## config.mk

```make
export PLATFORM = sky130hd
export DESIGN_NAME = p_acc_seq
export DESIGN_NICKNAME = d
export VERILOG_FILES = /design/src/rtl/p_acc_seq.sv
export SDC_FILE = /design/constraint.sdc
export NUM_CORES = 1
export LEC_CHECK = 0
export CORE_MARGIN = 2
export CORE_UTILIZATION = 46
export DETAILED_ROUTE_END_ITERATION = 8
export PLACE_DENSITY = 0.69
export SYNTH_ARGS = -nofsm -noshare
export SYNTH_HDL_FRONTEND = slang
export SYNTH_SLANG_ARGS = --single-unit
```

## constraint.sdc

```tcl
create_clock -name clk -period 4.5 [get_ports clk]
set_input_delay 0.45 -clock clk [delete_from_list [all_inputs] [get_ports clk]]
set_output_delay 0.45 -clock clk [all_outputs]
set_load 0.03 [all_outputs]
```

## src/rtl/p_acc_seq.sv

```systemverilog
// Streaming accumulator: sums IN operands in an exact wide register and emits
// one saturated result per group over a valid/ready handshake.
package p_acc_seq_pkg;
  typedef enum logic [0:0] {INT, FXP} dtype_e;
  typedef enum logic [0:0] {Disable, Enable} sign_e;

  typedef struct packed {
    dtype_e      dtype;
    sign_e       sign;
    int unsigned prec;
    int unsigned frac;
  } dconf_t;
endpackage

module p_acc_seq
  import p_acc_seq_pkg::*;
#(
  parameter int unsigned IN   = 5,
  parameter dconf_t      CONF = '{dtype: INT, sign: Enable, prec: 8, frac: 0}
) (
  input  logic                 clk,
  input  logic                 reset_,
  input  logic                 flush,
  input  logic                 in_valid,
  output logic                 in_ready,
  input  logic [CONF.prec-1:0] in_data,
  output logic                 out_valid,
  input  logic                 out_ready,
  output logic [CONF.prec-1:0] out,
  output logic                 ovf,
  output logic                 udf
);

  localparam int unsigned PREC = CONF.prec;
  localparam int unsigned AW   = PREC + $clog2(IN) + 1;
  localparam int unsigned XW   = AW - PREC;
  localparam int unsigned CW   = $clog2(IN) + 1;
  localparam bit          SGN  = (CONF.sign == Enable);

  localparam logic signed [AW-1:0] S_MAX = {{(XW+1){1'b0}}, {(PREC-1){1'b1}}};
  localparam logic signed [AW-1:0] S_MIN = {{(XW+1){1'b1}}, {(PREC-1){1'b0}}};
  localparam logic signed [AW-1:0] U_MAX = {{XW{1'b0}}, {PREC{1'b1}}};
  localparam logic signed [AW-1:0] MAX_V = SGN ? S_MAX : U_MAX;

  typedef enum logic [1:0] {IDLE, ACC, DONE} state_e;

  state_e                 state_q, state_d;
  logic signed [AW-1:0]   acc_q, acc_d;
  logic [CW-1:0]          cnt_q, cnt_d;
  logic [PREC-1:0]        out_q, out_d;
  logic                   out_valid_q, out_valid_d;
  logic                   ovf_q, ovf_d;
  logic                   udf_q, udf_d;

  logic signed [AW-1:0]   in_ext;
  logic signed [AW-1:0]   sum;
  logic [PREC-1:0]        sat_out;
  logic                   sat_ovf;
  logic                   sat_udf;
  logic                   accept;

  always_comb begin
    in_ext = SGN ? {{XW{in_data[PREC-1]}}, in_data} : {{XW{1'b0}}, in_data};
    sum    = acc_q + in_ext;
  end

  // The accumulator is wide enough to hold any IN-operand sum, so a single
  // saturation of the final sum is exact. Unsigned sums are never negative.
  always_comb begin
    sat_out = sum[PREC-1:0];
    sat_ovf = 1'b0;
    sat_udf = 1'b0;
    if (sum > MAX_V) begin
      sat_out = MAX_V[PREC-1:0];
      sat_ovf = 1'b1;
    end else if (SGN && (sum < S_MIN)) begin
      sat_out = S_MIN[PREC-1:0];
      sat_udf = 1'b1;
    end
  end

  always_comb begin
    in_ready    = (state_q != DONE);
    accept      = in_valid && in_ready;
    state_d     = state_q;
    acc_d       = acc_q;
    cnt_d       = cnt_q;
    out_d       = out_q;
    out_valid_d = out_valid_q;
    ovf_d       = ovf_q;
    udf_d       = udf_q;

    unique case (state_q)
      IDLE: begin
        if (accept) begin
          acc_d   = in_ext;
          cnt_d   = CW'(1);
          state_d = ACC;
        end
      end
      ACC: begin
        if (accept) begin
          acc_d = sum;
          cnt_d = cnt_q + CW'(1);
          if (cnt_q == CW'(IN - 1)) begin
            state_d     = DONE;
            out_d       = sat_out;
            out_valid_d = 1'b1;
            ovf_d       = sat_ovf;
            udf_d       = sat_udf;
          end
        end
      end
      DONE: begin
        if (out_ready) begin
          state_d     = IDLE;
          out_valid_d = 1'b0;
          ovf_d       = 1'b0;
          udf_d       = 1'b0;
        end
      end
      default: state_d = IDLE;
    endcase

    // Abort wins over any same-cycle accept or output handshake.
    if (flush) begin
      state_d     = IDLE;
      acc_d       = '0;
      cnt_d       = '0;
      out_d       = '0;
      out_valid_d = 1'b0;
      ovf_d       = 1'b0;
      udf_d       = 1'b0;
    end
  end

  always_ff @(posedge clk or negedge reset_) begin
    if (!reset_) begin
      state_q     <= IDLE;
      acc_q       <= '0;
      cnt_q       <= '0;
      out_q       <= '0;
      out_valid_q <= 1'b0;
      ovf_q       <= 1'b0;
      udf_q       <= 1'b0;
    end else begin
      state_q     <= state_d;
      acc_q       <= acc_d;
      cnt_q       <= cnt_d;
      out_q       <= out_d;
      out_valid_q <= out_valid_d;
      ovf_q       <= ovf_d;
      udf_q       <= udf_d;
    end
  end

  assign out       = out_q;
  assign out_valid = out_valid_q;
  assign ovf       = ovf_q;
  assign udf       = udf_q;

  a_flags_exclusive: assert property (@(posedge clk) disable iff (!reset_)
    !(ovf_q && udf_q));
  a_flags_only_when_valid: assert property (@(posedge clk) disable iff (!reset_)
    !out_valid_q |-> !(ovf_q || udf_q));
  a_result_held: assert property (@(posedge clk) disable iff (!reset_)
    (out_valid_q && !out_ready && !flush) |=> (out_valid_q && $stable(out_q)
      && $stable(ovf_q) && $stable(udf_q)));

endmodule
```

==> impl_metrics.tcl, run 1 <==
set metrics [dict create \
    grtUsageTotal_pct 19.32 \
    n_fill_cell 376 \
    holdPathEnd "acc_q[10]" \
    grt_pass1_wl_um 7355 \
    wl_per_cell_um 14.68 \
    tritoncts "done" \
    min_period_ps 3010 \
    antenna_found_initial 0 \
    synth_ff_type "dfrtp_1" \
    crit_type "input pin to flop" \
    synth.avg_cell_area_um2 8.970 \
    tightest_slew_ps 1058 \
    grt_pass1_vias 1551 \
    final_antenna_net_count 0 \
    die_w_um 69.35 \
    num_rows 23 \
    r2r_slack_ps 1710 \
    syn-num-nets 246 \
    port_buffers 24 \
    cts_setup_buffers 0 \
    cp_max_fo 6 \
    clock_path_buffers 2 \
    cp-start-kind "input pin" \
    power.density_nw_per_um2 317.0 \
    cts_repair_resize_count 0 \
    startpoint "in_data[0]" \
    maxSlewViolCount 0 \
    cts_hold_buf 0 \
    async_reset_ff_share_pct 100.0 \
    critical_path_arrival_ps 3210 \
    die_h_um 69.35 \
    ys_types 53 \
    synth_top_cell_area_share_pct 36.94 \
    worstSkewPairLatency_ps 290 \
    worstReg2RegStart "acc_q[0]" \
    syn_area_um2 1964 \
    syn_inst 219 \
    whs_path_depth 2 \
    core_um2 4058 \
    drt_iter0_markers 114 \
    dr.pass1.iters 4 \
    synth_edf_count 0 \
    cts.clk_slew.worst_paths_ps 60 \
    p_leak_nw 1.020 \
    dieArea_um2 4809 \
    io_pins 25 \
    maxCapViolCount 0 \
    finalHoldViolCount 0 \
    min-delay-path-class "flop to flop" \
    vias 1680 \
    ir_worst_vdd_v 0.0001347 \
    synth_area_leader_cell "dfrtp_1" \
    drt-vias-per-instance 5.676 \
    clock-skew-final_ps 7.307 \
    ys_top_cells_by_area "dfrtp_1, ha_1, nand2_1, a21oi_1, nor2_1" \
    min_from "acc_q[10]" \
    final_layout_size_suffix_gt1_share_pct 8.943 \
    fin_crit_sh_pct 66.88 \
    ys_seq_area_share_pct 36.94 \
    hpwl_um 3180 \
    grt_max_degree 30 \
    cts_buffers 5 \
    cts-htree-levels 2 \
    regArea_um2 725.7 \
    ys_ff_latch 29 \
    fin_tns_setup_ps 0 \
    clkSinkCount 29 \
    outcome "completed" \
    place_congestion 0.8868 \
    nNetsFinal 272 \
    finalWirelength_um 4345 \
    yosys_warnings 0 \
    grt-ovfl-total 0 \
    fmax_mhz 332.3 \
    rsz0062_at_grt "no" \
    slew_headroom_pct 29.18 \
    area_delta_synth_final_pct 18.73 \
    reg2regPathDepth 9 \
    multiInputGateArea_um2 1169 \
    setup_viol 0 \
    initial_utilization_pct 48.41 \
    required_ps 4700 \
    rr_endpoint "out[4]" \
    root_buffer "clkbuf_8" \
    antennaDiodeCount 0 \
    drcViolationCount 0 \
    cp-end-kind "flop" \
    hold_ws_ps 480.6 \
]
## how the worst max path moves through the flow
stage | to | slack [ps] | cells past startpoint
after floorplan | out[2] | 1890 | 9
after global placement | out[2] | 1250 | 9
after detailed placement | out[4] | 1210 | 10
after CTS | out[4] | 1490 | 10
after global routing | out[2] | 1310 | 10
final | out[4] | 1490 | 10
## stage by stage
step | util, % | power (mW) | cells | setup slack (ps) | cell area [µm²]
CTS | 57.48 | 0.7442 | 296 | 1490 | 2332
detailed placement | 54.98 | 0.4988 | 288 | 1206 | 2231
global placement | 54.98 | 0.4976 | 288 | 1253 | 2231
floorplan | - | 0.4425 | 219 | 1887 | 1964
global route | 57.48 | 0.7798 | 296 | 1310 | 2332
finish | 57.48 | 0.7393 | 296 | 1490 | 2332
## area by class of cell
cell class / instances / area share, %
inverters: 7 / 1.127
clock buffers: 7 / 4.131
well taps: 50 / 2.682
repair buffers: 25 / 10.62
clock inverters: 1 / 0.2146
multi-input cells: 177 / 50.11
flip-flops and latches: 29 / 31.12
## Yosys cell counts (all sizes together) (2+ instances only)
master / count
a2111oi: 2
a211oi: 2
a21o: 4
a21oi: 17
a22o: 4
and2: 2
buf: 2
clkbuf: 4
dfrtp: 29
ha: 13
inv: 7
mux2i: 2
nand2: 26
nand2b: 4
nand3: 8
nand4: 3
nor2: 20
nor2b: 3
nor3: 9
nor4: 2
o211ai: 5
o21ai: 19
o21bai: 3
or4: 2
xnor2: 7
xor2: 4
## cell families after synthesis
kind of cell	share of synthesized area, %
DFF	36.94
AOI/OAI and AO/OA	22.42
adders and majority gates	9.300
and+or+nand+nor	21.46
buffers and inverters	3.567
xor gates and xnor gates	5.287
muxes	1.019
## where the power goes
| part | total (mW) | leakage [nW] | switching (mW) | internal (mW) |
|---|---|---|---|---|
| Clock | 0.244 | 0.0542 | 0.106 | 0.138 |
| Sequential | 0.285 | 0.391 | 0.0103 | 0.275 |
| Combinational | 0.210 | 0.575 | 0.123 | 0.0875 |
| Total | 0.739 | 1.02 | 0.239 | 0.500 |
## critical path: stages
cell,delay [ps]
clkdlybuf4s50_1,420
ha_1,260
fa_1,410
a21oi_1,230
o2111ai_1,240
a311o_2,420
nand3_1,110
and4_2,250
o21ai_1,170
o211ai_1,240
## sequential cells by signal (all words and copies together) (netlist names)
signal	flops
ovf	1
udf	1
state_q	2
acc_q	12
out	8
cnt_q	4
out_valid	1
## cell usage in the layout (no fill, tap or decap), drive strengths merged, types with 3 or more instances in the layout
cell type      synthesis  routed
nor3                   9       9
nand2                 26      26
nor2                  20      20
dfrtp                 29      29
a22o                   4       4
inv                    7       7
xor2                   4       4
a21oi                 17      17
xnor2                  7       7
nor2b                  3       3
o21bai                 3       3
clkdlybuf4s50          0      24
clkbuf                 4       7
a21o                   4       4
o211ai                 5       5
nand2b                 4       4
ha                    13      13
nand3                  8       8
o21ai                 19      19
nand4                  3       3
## metal layers
metal | global-route usage, % | wire length [µm] | share of wire [%] | vias to the layer above
met3 | 4.506 | 205 | 4.7 | 5
met4 | 7.625 | 72 | 1.7 | 0
met5 | 0 | 0 | 0 | -
met2 | 27.99 | 1904 | 44 | 38
li1 | - | - | - | 857
met1 | 27.82 | 2163 | 50 | 780
(Power assumes the default switching activity.)
==> inputs of run 2 (changes only) <==
==> constraint.sdc (replaced) <==
create_clock -name clk -period 3 [get_ports clk]
set_input_delay 0.3 -clock clk [delete_from_list [all_inputs] [get_ports clk]]
set_output_delay 0.3 -clock clk [all_outputs]
set_load 0.03 [all_outputs]
==> run 2 against run 1 <==
Effect of this change: sequential power rose by 50%; first-iteration DRC count fell by 11%; sequential share of layout area fell by 1.1 points; wire length rose by 3.1%; power rose by 52%; clock-buffer cell count did not move; die area did not move; utilization rose by 2.0 points; highest routed layer unchanged.
==> impl_metrics.tcl, run 2 (synthesized netlist as in run 1, its figures left out) <==
set metrics [dict create \
    drcViolationCount 0 \
    dieArea_um2 4809 \
    finalHoldViolCount 0 \
    layout.cells.non_filler 307 \
    grt-ovfl-total 0 \
    largest_reg_flops 12 \
    rsz0062_at_grt "no" \
    p_leak_nw 1.074 \
    utilization_pct 59.51 \
    grt_max_degree 30 \
    finalWirelength_um 4481 \
    tritoncts "done" \
    placed_cells 299 \
    cp-start-kind "input pin" \
    maxSlewViolCount 0 \
    grtUsageTotal_pct 19.71 \
    cts_buffers 5 \
    area_delta_synth_final_pct 22.93 \
    clkSinkCount 29 \
    cts_setup_buffers 0 \
    worstReg2RegStart "acc_q[0]" \
    die_h_um 69.35 \
    cts.clk_slew.worst_paths_ps 70 \
    fmax_mhz 356.4 \
    antennaDiodeCount 0 \
    min-delay-path-class "input pin to asynchronous set/reset pin" \
    grt_pass1_vias 1569 \
    drt-vias-per-instance 5.573 \
    cts_repair_resize_count 0 \
    min_period_ps 2806 \
    cp_max_fo 6 \
    vias 1711 \
    startpoint "in_data[0]" \
    io_pins 25 \
    grt_pass1_wl_um 7452 \
    cts-htree-levels 2 \
    die_w_um 69.35 \
    num_rows 23 \
    n_fill_cell 371 \
    p_total_mw 1.127 \
    place_congestion 0.8709 \
    crit_end "out[4]" \
    cp-end-kind "flop" \
    wl_per_cell_um 14.60 \
    reg2regPathDepth 9 \
    hold_ws_ps 391.9 \
    dr.pass1.iters 4 \
    port_buffers 24 \
    clock-skew-final_ps 11.10 \
    initial_utilization_pct 48.41 \
    outcome "completed" \
    max_flop_register "acc_q" \
    fin_crit_sh_pct 93.52 \
    maxCapViolCount 0 \
    critical_path_arrival_ps 3000 \
    rr_endpoint "out[4]" \
    slew_headroom_pct 27.86 \
    layout_commonest_cell "dfrtp_1" \
    power.density_nw_per_um2 466.6 \
    required_ps 3190 \
    worstSkewPairLatency_ps 280 \
    crit_type "input pin to flop" \
    antenna_found_initial 0 \
    mostFrequentLayoutCells "dfrtp_1, nand2_1, clkdlybuf4s50_1, nor2_1, a21oi_1" \
    drt_iter0_markers 101 \
    final_layout_size_suffix_gt1_share_pct 12.84 \
    setup_viol 0 \
    hpwl_um 3371 \
    root_buffer "clkbuf_8" \
    nNetsFinal 283 \
    core_um2 4058 \
    tightest_slew_ps 1078 \
    clock_path_buffers 2 \
    ir_worst_vdd_v 0.0002486 \
    final_antenna_net_count 0 \
    r2r_slack_ps 270 \
    cts_hold_buf 0 \
]
## run 2: cell types whose count changed in the layout (fill, tap and decap cells not counted)
cell	delta
buf_4	+11
## run 2: area by class of cell
cell class	count	area, µm²	area share (%)
timing repair buffer	36	330.3	13.68
clock inverter	1	5.005	0.2073
tap	50	62.56	2.591
inverter	7	26.28	1.088
clock buffer	7	96.34	3.990
sequential	29	725.7	30.05
multi-input combinational	177	1169	48.39
## run 2: per-stage QoR
step	setup WS, ps	cell area [µm²]	setup TNS (ps)
4_1_cts	194.4	2415	0
3_3_place_gp	3.833	2313	0
3_5_place_dp	-75.23	2313	-279.2
5_1_grt	21.33	2415	0
6_report	194.3	2415	0
2_1_floorplan	483.8	1964	0
## run 2: worst min-delay path by stage
stage | to | slack, ps | cells past startpoint
final | acc_q[4] | 390 | 2
after global routing | acc_q[5] | 420 | 2
after detailed placement | acc_q[10] | 480 | 2
after floorplan | acc_q[0] | 4 | 0
after CTS | acc_q[4] | 410 | 2
after global placement | acc_q[9] | 450 | 2
## run 2: power breakdown
group	total [mW]	switching, mW	leakage [nW]	internal (mW)
sequential	0.428	0.0154	0.391	0.412
clock	0.357	0.150	0.0542	0.207
combinational	0.342	0.190	0.630	0.152
## run 2: per-layer routing
| metal | wire length [µm] | vias up | share of wire, % | track usage, % |
|---|---|---|---|---|
| met3 | 149 | 6 | 3.3 | 4.360 |
| met4 | 80 | 0 | 1.8 | 7.843 |
| met1 | 2203 | 794 | 49 | 27.82 |
| met2 | 2048 | 37 | 46 | 29.27 |
| met5 | 0 | - | 0 | 0 |
| li1 | - | 874 | - | - |
## run 2: critical path, stage by stage
cell,delay (ps)
clkdlybuf4s50_1,430
ha_1,240
fa_1,390
a21oi_1,240
o2111ai_1,220
a311o_2,410
nand3_1,120
and4_2,250
o21ai_1,160
o211ai_1,250
==> inputs of run 3 (changes only) <==
--- a/config.mk
+++ b/config.mk
@@ -8,7 +8,8 @@
 export CORE_MARGIN = 2
 export CORE_UTILIZATION = 46
 export DETAILED_ROUTE_END_ITERATION = 8
-export PLACE_DENSITY = 0.69
+export DONT_BUFFER_PORTS = 1
+export PLACE_DENSITY = 0.62
 export SYNTH_ARGS = -nofsm -noshare
 export SYNTH_HDL_FRONTEND = slang
 export SYNTH_SLANG_ARGS = --single-unit
==> run 3 against run 2 <==
Effect of this change: worst hold slack got worse by 320 ps; non-clock buffer count decreased by 32; clock power decreased by 13%; register-to-register slack got worse by 30 ps; sequential share of layout area increased by 4.3 points; power decreased by 8.3%; sequential power increased by 3%; setup slack improved by 42 ps; cell count decreased by 10%; wire length increased by 0.16%; final area decreased by 13%; highest routed layer unchanged.
==> impl_metrics.tcl, run 3 (synthesized netlist as in run 1, its figures left out) <==
set metrics [dict create \
    timing.final.ws_setup_ps 236.3 \
    io_pins 25 \
    cp_max_fo 6 \
    min-delay-path-class "input pin to flop" \
    grt_max_degree 30 \
    maxCapViolCount 0 \
    rsz0062_at_grt "no" \
    die_h_um 69.35 \
    num_rows 23 \
    grt-ovfl-total 0 \
    dieArea_um2 4809 \
    critical_path_arrival_ps 2960 \
    crit_type "flop to flop" \
    min_from "flush" \
    p_leak_nw 0.9396 \
    core_um2 4058 \
    cp-end-kind "flop" \
    nNetsFinal 251 \
    initial_utilization_pct 48.41 \
    ir_worst_vdd_v 0.0002123 \
    clock-skew-final_ps 5.982 \
    grtUsageTotal_pct 20.12 \
    area_delta_synth_final_pct 7.452 \
    vias 1671 \
    drt-vias-per-instance 6.076 \
    final_layout_size_suffix_gt1_share_pct 10.22 \
    die_w_um 69.35 \
    worstSkewPairLatency_ps 280 \
    max_flop_register "acc_q" \
    cts_hold_buf 2 \
    root_buffer "clkbuf_8" \
    whs_path_depth 1 \
    clock_path_buffers 2 \
    port_buffers 0 \
    fin_tns_setup_ps 0 \
    dr.pass1.iters 4 \
    drt_iter0_markers 97 \
    min_period_ps 2764 \
    reg2regPathDepth 9 \
    largest_reg_flops 12 \
    wl_per_cell_um 16.32 \
    cts_buffers 5 \
    clkSinkCount 29 \
    dp_slack_ps 269.0 \
    slew_headroom_pct 56.81 \
    cp-start-kind "flop" \
    grt_pass1_vias 1601 \
    cts-htree-levels 2 \
    worstReg2RegStart "acc_q[0]" \
    required_ps 3200 \
    setup_viol 0 \
    layout_commonest_cell "dfrtp_1" \
    finalHoldViolCount 0 \
    fmax_mhz 361.8 \
    place_area_um2 1998 \
    fin_crit_sh_pct 92.12 \
    drcViolationCount 0 \
    tritoncts "done" \
    tightest_slew_ps 647.8 \
    cts_setup_buffers 0 \
    final_antenna_net_count 0 \
    cts.clk_slew.worst_paths_ps 60 \
    final_area_um2 2111 \
    mostFrequentLayoutCells "dfrtp_1, nand2_1, nor2_1, a21oi_1" \
    finalWirelength_um 4488 \
    outcome "completed" \
    antenna_found_initial 0 \
    maxSlewViolCount 0 \
    place_congestion 0.9135 \
    cts_repair_resize_count 0 \
    holdPathEnd "cnt_q[0]" \
    r2r_slack_ps 240 \
    power.density_nw_per_um2 489.5 \
    hpwl_um 3341 \
    utilization_pct 52.02 \
    grt_pass1_wl_um 7755 \
    rr_endpoint "out[2]" \
    antennaDiodeCount 0 \
]
-- run 3: cell count changes in the layout (fill, tap and decap cells not counted), sizes merged --
cell and change:
dlygate4sd3 +1, clkbuf -1, clkdlybuf4s50 -24, buf -9
clkinv +1
-- run 3: per-stage QoR --
| stage | std cells | hold slack, ps | total power [mW] |
|---|---|---|---|
| floorplan | 219 | 4.409 | 0.6638 |
| finish | 275 | 75.84 | 1.033 |
| CTS | 275 | 68.78 | 1.043 |
| global placement | 265 | 5.154 | 0.7068 |
| global route | 275 | 62.15 | 1.094 |
| detailed placement | 265 | 5.010 | 0.7140 |
-- run 3: worst max path at each step --
stage	start	end	slack (ps)	cells after the start
floorplan	acc_q[0]	out[2]	480	9
global placement	acc_q[0]	out[4]	350	9
detailed placement	acc_q[0]	out[2]	270	9
CTS	acc_q[0]	out[2]	250	9
global route	acc_q[0]	out[5]	40	9
finish	acc_q[0]	out[2]	240	9
-- run 3: metal layers --
metal	part of all wire [%]	routed length, µm	track usage, %
met1	47	2120	27.63
met2	44	1979	30.13
met3	7.2	322	5.523
met4	1.4	65	7.625
met5	0	0	0
-- run 3: cell type report --
cell class	count	area (µm²)
fill	369	1947
tap	50	62.56
clock buffer	6	72.57
clock inverter	2	10.01
inverter	7	26.28
multi-input combinational	177	1169
timing repair buffer	4	45.04
sequential	29	725.7
-- run 3: report_power, final --
part	internal [mW]	leakage [nW]	total [mW]	switching [mW]
sequential	0.412	0.391	0.440	0.0281
combinational	0.113	0.504	0.283	0.169
clock	0.160	0.0450	0.310	0.150
total	0.686	0.940	1.03	0.347
-- run 3: worst max-delay path, stage by stage, from the launching register on --
cell	delay [ps]
dfrtp_1	380
ha_1	240
fa_1	420
a21oi_1	230
o2111ai_1	240
a311o_2	420
nand3_1	120
and4_2	250
o21ai_1	150
o211ai_1	240
